==> src/rtl/fetch_sched_if.sv <==
// Fetch scheduler bus: selected fetch out, stall and pipeline feedback events in.
// Latency: none of its own; timing is owned by the scheduler that drives it.
// Backpressure: stall from the cache side holds the presented fetch in place.
interface fetch_sched_if #(
   parameter int NTHREADS = 4,
   parameter int TID_W    = $clog2(NTHREADS),
   parameter int PC_W     = 32
);
   logic                fetch_valid;
   logic [TID_W-1:0]    fetch_thread;
   logic [PC_W-1:0]     fetch_pc;
   logic [NTHREADS-1:0] thread_ready;
   logic                stall;
   logic                miss_valid;
   logic [TID_W-1:0]    miss_thread;
   logic [PC_W-1:0]     miss_pc;
   logic                fill_valid;
   logic [TID_W-1:0]    fill_thread;
   logic                replay_valid;
   logic [TID_W-1:0]    replay_thread;
   logic [PC_W-1:0]     replay_pc;
   logic                redirect_valid;
   logic [TID_W-1:0]    redirect_thread;
   logic [PC_W-1:0]     redirect_pc;

   // Scheduler side.
   modport master (
      output fetch_valid, fetch_thread, fetch_pc, thread_ready,
      input  stall,
      input  miss_valid, miss_thread, miss_pc,
      input  fill_valid, fill_thread,
      input  replay_valid, replay_thread, replay_pc,
      input  redirect_valid, redirect_thread, redirect_pc
   );

   // Cache / hazard / branch side.
   modport slave (
      input  fetch_valid, fetch_thread, fetch_pc, thread_ready,
      output stall,
      output miss_valid, miss_thread, miss_pc,
      output fill_valid, fill_thread,
      output replay_valid, replay_thread, replay_pc,
      output redirect_valid, redirect_thread, redirect_pc
   );
endinterface

==> src/rtl/fetch_sched.sv <==
// Round-robin thread fetch scheduler with per-thread PCs and miss parking.
// Latency: zero-cycle selection from registered state; events visible next cycle.
// Backpressure: stall holds the selection; no PC increment, no pointer advance.
module fetch_sched #(
   parameter int              NTHREADS      = 4,
   parameter int              TID_W         = $clog2(NTHREADS),
   parameter int              PC_W          = 32,
   parameter logic [PC_W-1:0] RESET_PC      = 32'h1000,
   parameter logic [PC_W-1:0] THREAD_STRIDE = 32'h1000
) (
   input  logic          clk,
   input  logic          rst,
   fetch_sched_if.master bus
);

   typedef enum logic {
      ST_READY    = 1'b0,
      ST_WAIT_MEM = 1'b1
   } tstate_e;

   logic [PC_W-1:0]  pc_q  [NTHREADS];
   logic [PC_W-1:0]  pc_d  [NTHREADS];
   tstate_e          st_q  [NTHREADS];
   tstate_e          st_d  [NTHREADS];
   logic [TID_W-1:0] last_q;
   logic [TID_W-1:0] last_d;

   logic                sel_found;
   logic [TID_W-1:0]    sel_tid;
   logic [TID_W-1:0]    cand;
   logic [NTHREADS-1:0] ready_mask;
   logic                fetch_vld;
   logic                accept;

   // Pick the first READY thread after the last accepted one, wrapping around.
   always_comb begin
      sel_found  = 1'b0;
      sel_tid    = '0;
      cand       = '0;
      ready_mask = '0;
      for (int i = 1; i <= NTHREADS; i++) begin
         cand = last_q + TID_W'(i);
         if (!sel_found && st_q[cand] == ST_READY) begin
            sel_found = 1'b1;
            sel_tid   = cand;
         end
      end
      for (int t = 0; t < NTHREADS; t++) begin
         ready_mask[t] = (st_q[t] == ST_READY);
      end
   end

   assign fetch_vld        = sel_found && !rst;
   assign accept           = fetch_vld && !bus.stall;
   assign bus.fetch_valid  = fetch_vld;
   assign bus.fetch_thread = sel_tid;
   assign bus.fetch_pc     = pc_q[sel_tid];
   assign bus.thread_ready = ready_mask;

   // Next PC/state per thread; later assignments win, so the lowest priority
   // event is applied first and redirect last.
   always_comb begin
      pc_d   = pc_q;
      st_d   = st_q;
      last_d = last_q;
      if (accept) begin
         last_d = sel_tid;
      end
      for (int t = 0; t < NTHREADS; t++) begin
         if (accept && sel_tid == TID_W'(t)) begin
            pc_d[t] = pc_q[t] + PC_W'(4);
         end
         // A fill only wakes a parked thread; on a READY thread it is stale.
         if (bus.fill_valid && bus.fill_thread == TID_W'(t) && st_q[t] == ST_WAIT_MEM) begin
            st_d[t] = ST_READY;
         end
         if (bus.miss_valid && bus.miss_thread == TID_W'(t)) begin
            st_d[t] = ST_WAIT_MEM;
            pc_d[t] = bus.miss_pc;
         end
         // Replay rewinds the PC and cancels any miss/fill state change this cycle.
         if (bus.replay_valid && bus.replay_thread == TID_W'(t)) begin
            st_d[t] = st_q[t];
            pc_d[t] = bus.replay_pc;
         end
         // A redirect makes any outstanding miss wrong-path, so the thread wakes.
         if (bus.redirect_valid && bus.redirect_thread == TID_W'(t)) begin
            st_d[t] = ST_READY;
            pc_d[t] = bus.redirect_pc;
         end
      end
   end

   // State registers with synchronous reset overriding every event.
   always_ff @(posedge clk) begin
      if (rst) begin
         for (int t = 0; t < NTHREADS; t++) begin
            pc_q[t] <= RESET_PC + PC_W'(t) * THREAD_STRIDE;
            st_q[t] <= ST_READY;
         end
         last_q <= TID_W'(NTHREADS - 1);
      end else begin
         pc_q   <= pc_d;
         st_q   <= st_d;
         last_q <= last_d;
      end
   end

endmodule

==> src/flat_wrapper.sv <==
// flat-port wrapper written by rule: the top's interface ports become plain ports
module fetch_sched_flat 
#(
   parameter int              NTHREADS      = 4,
   parameter int              TID_W         = $clog2(NTHREADS),
   parameter int              PC_W          = 32,
   parameter logic [PC_W-1:0] RESET_PC      = 32'h1000,
   parameter logic [PC_W-1:0] THREAD_STRIDE = 32'h1000
)
  (clk, rst, bus_fetch_valid, bus_fetch_thread, bus_fetch_pc, bus_thread_ready, bus_stall, bus_miss_valid, bus_miss_thread, bus_miss_pc, bus_fill_valid, bus_fill_thread, bus_replay_valid, bus_replay_thread, bus_replay_pc, bus_redirect_valid, bus_redirect_thread, bus_redirect_pc);
  fetch_sched_if #(.NTHREADS(NTHREADS), .TID_W(TID_W), .PC_W(PC_W)) bus_i ();
  input  logic clk;
  input  logic rst;
  output wire logic [$bits(bus_i.fetch_valid)-1:0] bus_fetch_valid;
  output wire logic [$bits(bus_i.fetch_thread)-1:0] bus_fetch_thread;
  output wire logic [$bits(bus_i.fetch_pc)-1:0] bus_fetch_pc;
  output wire logic [$bits(bus_i.thread_ready)-1:0] bus_thread_ready;
  input wire logic [$bits(bus_i.stall)-1:0] bus_stall;
  input wire logic [$bits(bus_i.miss_valid)-1:0] bus_miss_valid;
  input wire logic [$bits(bus_i.miss_thread)-1:0] bus_miss_thread;
  input wire logic [$bits(bus_i.miss_pc)-1:0] bus_miss_pc;
  input wire logic [$bits(bus_i.fill_valid)-1:0] bus_fill_valid;
  input wire logic [$bits(bus_i.fill_thread)-1:0] bus_fill_thread;
  input wire logic [$bits(bus_i.replay_valid)-1:0] bus_replay_valid;
  input wire logic [$bits(bus_i.replay_thread)-1:0] bus_replay_thread;
  input wire logic [$bits(bus_i.replay_pc)-1:0] bus_replay_pc;
  input wire logic [$bits(bus_i.redirect_valid)-1:0] bus_redirect_valid;
  input wire logic [$bits(bus_i.redirect_thread)-1:0] bus_redirect_thread;
  input wire logic [$bits(bus_i.redirect_pc)-1:0] bus_redirect_pc;
  assign bus_fetch_valid = bus_i.fetch_valid;
  assign bus_fetch_thread = bus_i.fetch_thread;
  assign bus_fetch_pc = bus_i.fetch_pc;
  assign bus_thread_ready = bus_i.thread_ready;
  assign bus_i.stall = bus_stall;
  assign bus_i.miss_valid = bus_miss_valid;
  assign bus_i.miss_thread = bus_miss_thread;
  assign bus_i.miss_pc = bus_miss_pc;
  assign bus_i.fill_valid = bus_fill_valid;
  assign bus_i.fill_thread = bus_fill_thread;
  assign bus_i.replay_valid = bus_replay_valid;
  assign bus_i.replay_thread = bus_replay_thread;
  assign bus_i.replay_pc = bus_replay_pc;
  assign bus_i.redirect_valid = bus_redirect_valid;
  assign bus_i.redirect_thread = bus_redirect_thread;
  assign bus_i.redirect_pc = bus_redirect_pc;
  fetch_sched #(.NTHREADS(NTHREADS), .TID_W(TID_W), .PC_W(PC_W), .RESET_PC(RESET_PC), .THREAD_STRIDE(THREAD_STRIDE)) u_core (.clk(clk), .rst(rst), .bus(bus_i));
endmodule
==> config.mk <==
export PLATFORM = sky130hd
export DESIGN_NAME = fetch_sched_flat
export DESIGN_NICKNAME = d
export VERILOG_FILES = /design/src/rtl/fetch_sched_if.sv /design/src/rtl/fetch_sched.sv /design/src/flat_wrapper.sv
export SDC_FILE = /design/constraint.sdc
export NUM_CORES = 1
export LEC_CHECK = 0
export CELL_PAD_IN_SITES_DETAIL_PLACEMENT = 0
export CELL_PAD_IN_SITES_GLOBAL_PLACEMENT = 1
export CORE_MARGIN = 4
export CORE_UTILIZATION = 40
export CTS_CLUSTER_DIAMETER = 80
export DETAILED_ROUTE_END_ITERATION = 12
export GPL_ROUTABILITY_DRIVEN = 1
export PLACE_DENSITY = 0.88
export SKIP_LAST_GASP = 1
export SYNTH_ARGS = -nofsm -noshare
export SYNTH_HDL_FRONTEND = slang
export SYNTH_SLANG_ARGS = --single-unit
export TNS_END_PERCENT = 5
==> constraint.sdc <==
create_clock -name clk -period 3.3 [get_ports clk]
set_clock_uncertainty 0.2 [all_clocks]
set_input_delay 0.33 -clock clk [delete_from_list [all_inputs] [get_ports clk]]
set_output_delay 0.33 -clock clk [all_outputs]
set_load 0.01 [all_outputs]
==> metrics.cfg <==
[global_route]
grt_pass1_wl_mm = 89.5
grt_max_degree = 125
grt_pass1_vias = 13488
track_usage_pct = 38.4
overflow = 0
antenna_found_initial = 7

[clock_tree]
clkTransAtPathRegs_ns = 0.05
root_buffer = clkbuf_16
numCtsBuffers = 17
htree_levels = 4
insertion_delay_ns = 0.45
clockBufferDepth = 2
hold_buffers = 0
cts_sinks = 134
tritoncts = done

[hold_path]
hold_class = in -> reg

[synth]
synth_top_family_by_area = compound AO/OA/AOI/OAI gates
synth_edf_count = 0
synth_cell_types = 70
synth_compound_area_share_pct = 37.8
avgSynthCellArea_um2 = 6.72
netlist_instances = 1676
synth_seq_cells = 134
synthesis.nets = 1791
synth_flop_cell = dfxtp_1
synth.cell_area_um2 = 11300
seq_area_frac_synth_pct = 23.8
synthArstFlopShare_pct = 0
synth_mux_area_share_pct = 0.889
synthAdderAreaFrac_pct = 0.444
yosys.area_share.simple_pct = 29.5
ys.warnings.count = 0
synthXorXnorAreaFrac_pct = 1.87

[floorplan]
start_util_pct = 40.5
rows = 61
ios = 150
die_w_um = 176
die_h_um = 176
die-area_um2 = 30900
coreArea_um2 = 27800

[pwr]
leakagePower_uw = 0.00473
total_power_uw = 5970
power_density_nw_per_um2 = 427
ir_worst_vdd_v = 0.000362

[place]
portBuffers = 149
dp_slack_ns = 0.199
routabilityCongestion = 1.04
dp_hpwl_mm = 45.3

[detailed_routing]
drt_iter0_drc = 2459
vias_per_cell = 6.95
detail_route.wl_per_cell_um = 28.6
wl_met2_mm = 24.7
wl_mm = 62.1
wl_met3_mm = 9.69
ant_nets = 0
first_pass_iters = 6
vias = 15084
drc = 0
m1WireLength_mm = 24.9
dr.max_layer_used = met5

[critical_path]
critPathMaxStageDelay_ns = 0.59
crit_path_max_fanout = 31
rrSetupSlack_ns = 0.18
worstPathArrival_ns = 2.97
crit_chain = and2_1 -> o41ai_4 -> buf_4 -> bufbuf_16 -> a211oi_1 -> a31oi_1 -> clkdlybuf4s50_1
path_class = reg -> out
cp-end-kind = output pin
crit_required_ns = 2.77
critPathLaunchType = flip-flop
slowest_stage = clkdlybuf4s50_1

[layout]
syn2layout_area_growth_pct = 24.2
num-fill-cells = 2868
layout-drive-gt1-share_pct = 7.61
nets = 1893

[timing]
slew_viol_final = 0
fin_ws_ns = -0.199
grt_setup_unrepaired = yes
setup_violations = 30
period_needed_ns = 3.50
worstMarginPinSlew_ns = 1.01
fin_crit_sh_pct = 106
max_freq_mhz = 286
hold_viol = 0
slew_headroom_pct = 32.7

[run]
max-cap-violations = 0

[status]
status = complete, but fails checks
violations = negative setup slack

[path summary, 6_finish.rpt]
kind,from,endpoint,cells past startpoint
setup / recovery,u_core.st_q[2]$_SDFFE_PP0P_,bus_fetch_pc[28],7
hold / removal,rst,u_core.pc_q[15]$_SDFFE_PP0P_,3
hold reg to reg,u_core.pc_q[121]$_SDFFE_PP0P_,u_core.pc_q[121]$_SDFFE_PP0P_,2
setup reg to reg,u_core.st_q[2]$_SDFFE_PP0P_,u_core.pc_q[67]$_SDFFE_PP0P_,9
[state kept, by name (all words and copies together) (netlist names)]
register and count:
u_core.st_q 4, u_core.pc_q 128, u_core.last_q 2
[layout make-up]
| type | instances | area [um2] | share of cell area, % |
|---|---|---|---|
| multi-input combinational | 1374 | 7960 | 56.9 |
| sequential | 134 | 2680 | 19.2 |
| timing repair buffer | 231 | 2240 | 16.0 |
| clock buffer | 23 | 488 | 3.49 |
| tap | 378 | 473 | 3.38 |
| inverter | 20 | 77.6 | 0.555 |
| clock inverter | 5 | 50.0 | 0.358 |
| antenna | 5 | 12.5 | 0.0895 |
[cells in the mapped netlist (33+ instances only)]
master / instances / share of area [%]
a211oi_1: 68 / 4.5
a21oi_1: 153 / 6.8
a221oi_1: 36 / 2.8
a31oi_1: 57 / 3.2
and2_1: 33 / 1.8
clkbuf_1: 137 / 4.6
dfxtp_1: 134 / 24
nand2_1: 219 / 7.3
nand3_1: 69 / 3.1
nor2_1: 173 / 5.8
nor3_1: 57 / 2.5
o211ai_1: 33 / 2.2
o21ai_0: 115 / 5.1
o22ai_1: 36 / 2.0
[worst max-delay path: cells and delay by family, from the launching register on]
kind                   cells  cell delay [ns]
AND/OR/NAND/NOR            1             0.20
buffers and inverters      3             1.19
AO/OA/AOI/OAI              3             0.77
flip-flops                 1             0.36
[stage by stage]
step	cell area, um2	hold slack [ns]	cells	utilization, %	TNS (ns)
final	14000	0.266	2170	50.3	-3.85
after global routing	14000	0.320	2170	50.3	-5.46
after global placement	13400	0.279	2133	48.1	0
after CTS	14000	0.296	2165	50.3	-3.37
after floorplan	11300	0.262	1676	-	0
after detailed placement	13400	0.286	2133	48.1	0
[layer usage]
layer	track usage (%)	vias to the layer above
met2	53.1	1218
met1	53.4	7097
li1	-	6587
met4	15.0	6
met3	14.8	176
met5	1.28	-
[power by group]
| part | internal (uW) | switching (uW) | total [uW] |
|---|---|---|---|
| Combinational | 846 | 1260 | 2110 |
| Clock | 1090 | 773 | 1870 |
| Sequential | 1760 | 234 | 1990 |
[timing repair]
item                                   4_1_cts  5_1_grt
endpoints found under the hold margin        0        0
gates resized for setup                      3        1
gates cloned                                 1        0
buffers inserted                             3        0
pin swaps                                    1        0
setup endpoints to repair                   32       31
[cells in the final DEF (no fill, tap or decap), types with 11 or more instances in the layout]
cell type | synthesis | routed
nand2_1 | 219 | 219
nor2_1 | 173 | 173
a21oi_1 | 153 | 153
clkdlybuf4s50_1 | 0 | 146
dfxtp_1 | 134 | 133
o21ai_0 | 115 | 115
buf_4 | 0 | 73
nand3_1 | 69 | 69
a211oi_1 | 68 | 68
nor3_1 | 57 | 57
a31oi_1 | 57 | 56
o22ai_1 | 36 | 36
a221oi_1 | 36 | 36
and2_1 | 33 | 33
o211ai_1 | 33 | 33
nand4_1 | 28 | 28
o221ai_1 | 25 | 25
and3_1 | 21 | 21
nor4_1 | 21 | 20
inv_1 | 19 | 19
clkbuf_16 | 0 | 17
a311oi_1 | 15 | 15
xor2_1 | 14 | 14
and4_1 | 11 | 11
[logic make-up after synthesis]
family                   count (synthesis)
adder cells (fa/ha/maj)                  4
AND/OR/NAND/NOR                        694
AO/OA/AOI/OAI                          642
multiplexers                            10
buffers and inverters                  168
XOR/XNOR                                24
flip-flops                             134
Note: power is estimated with default switching activity, not from simulation.
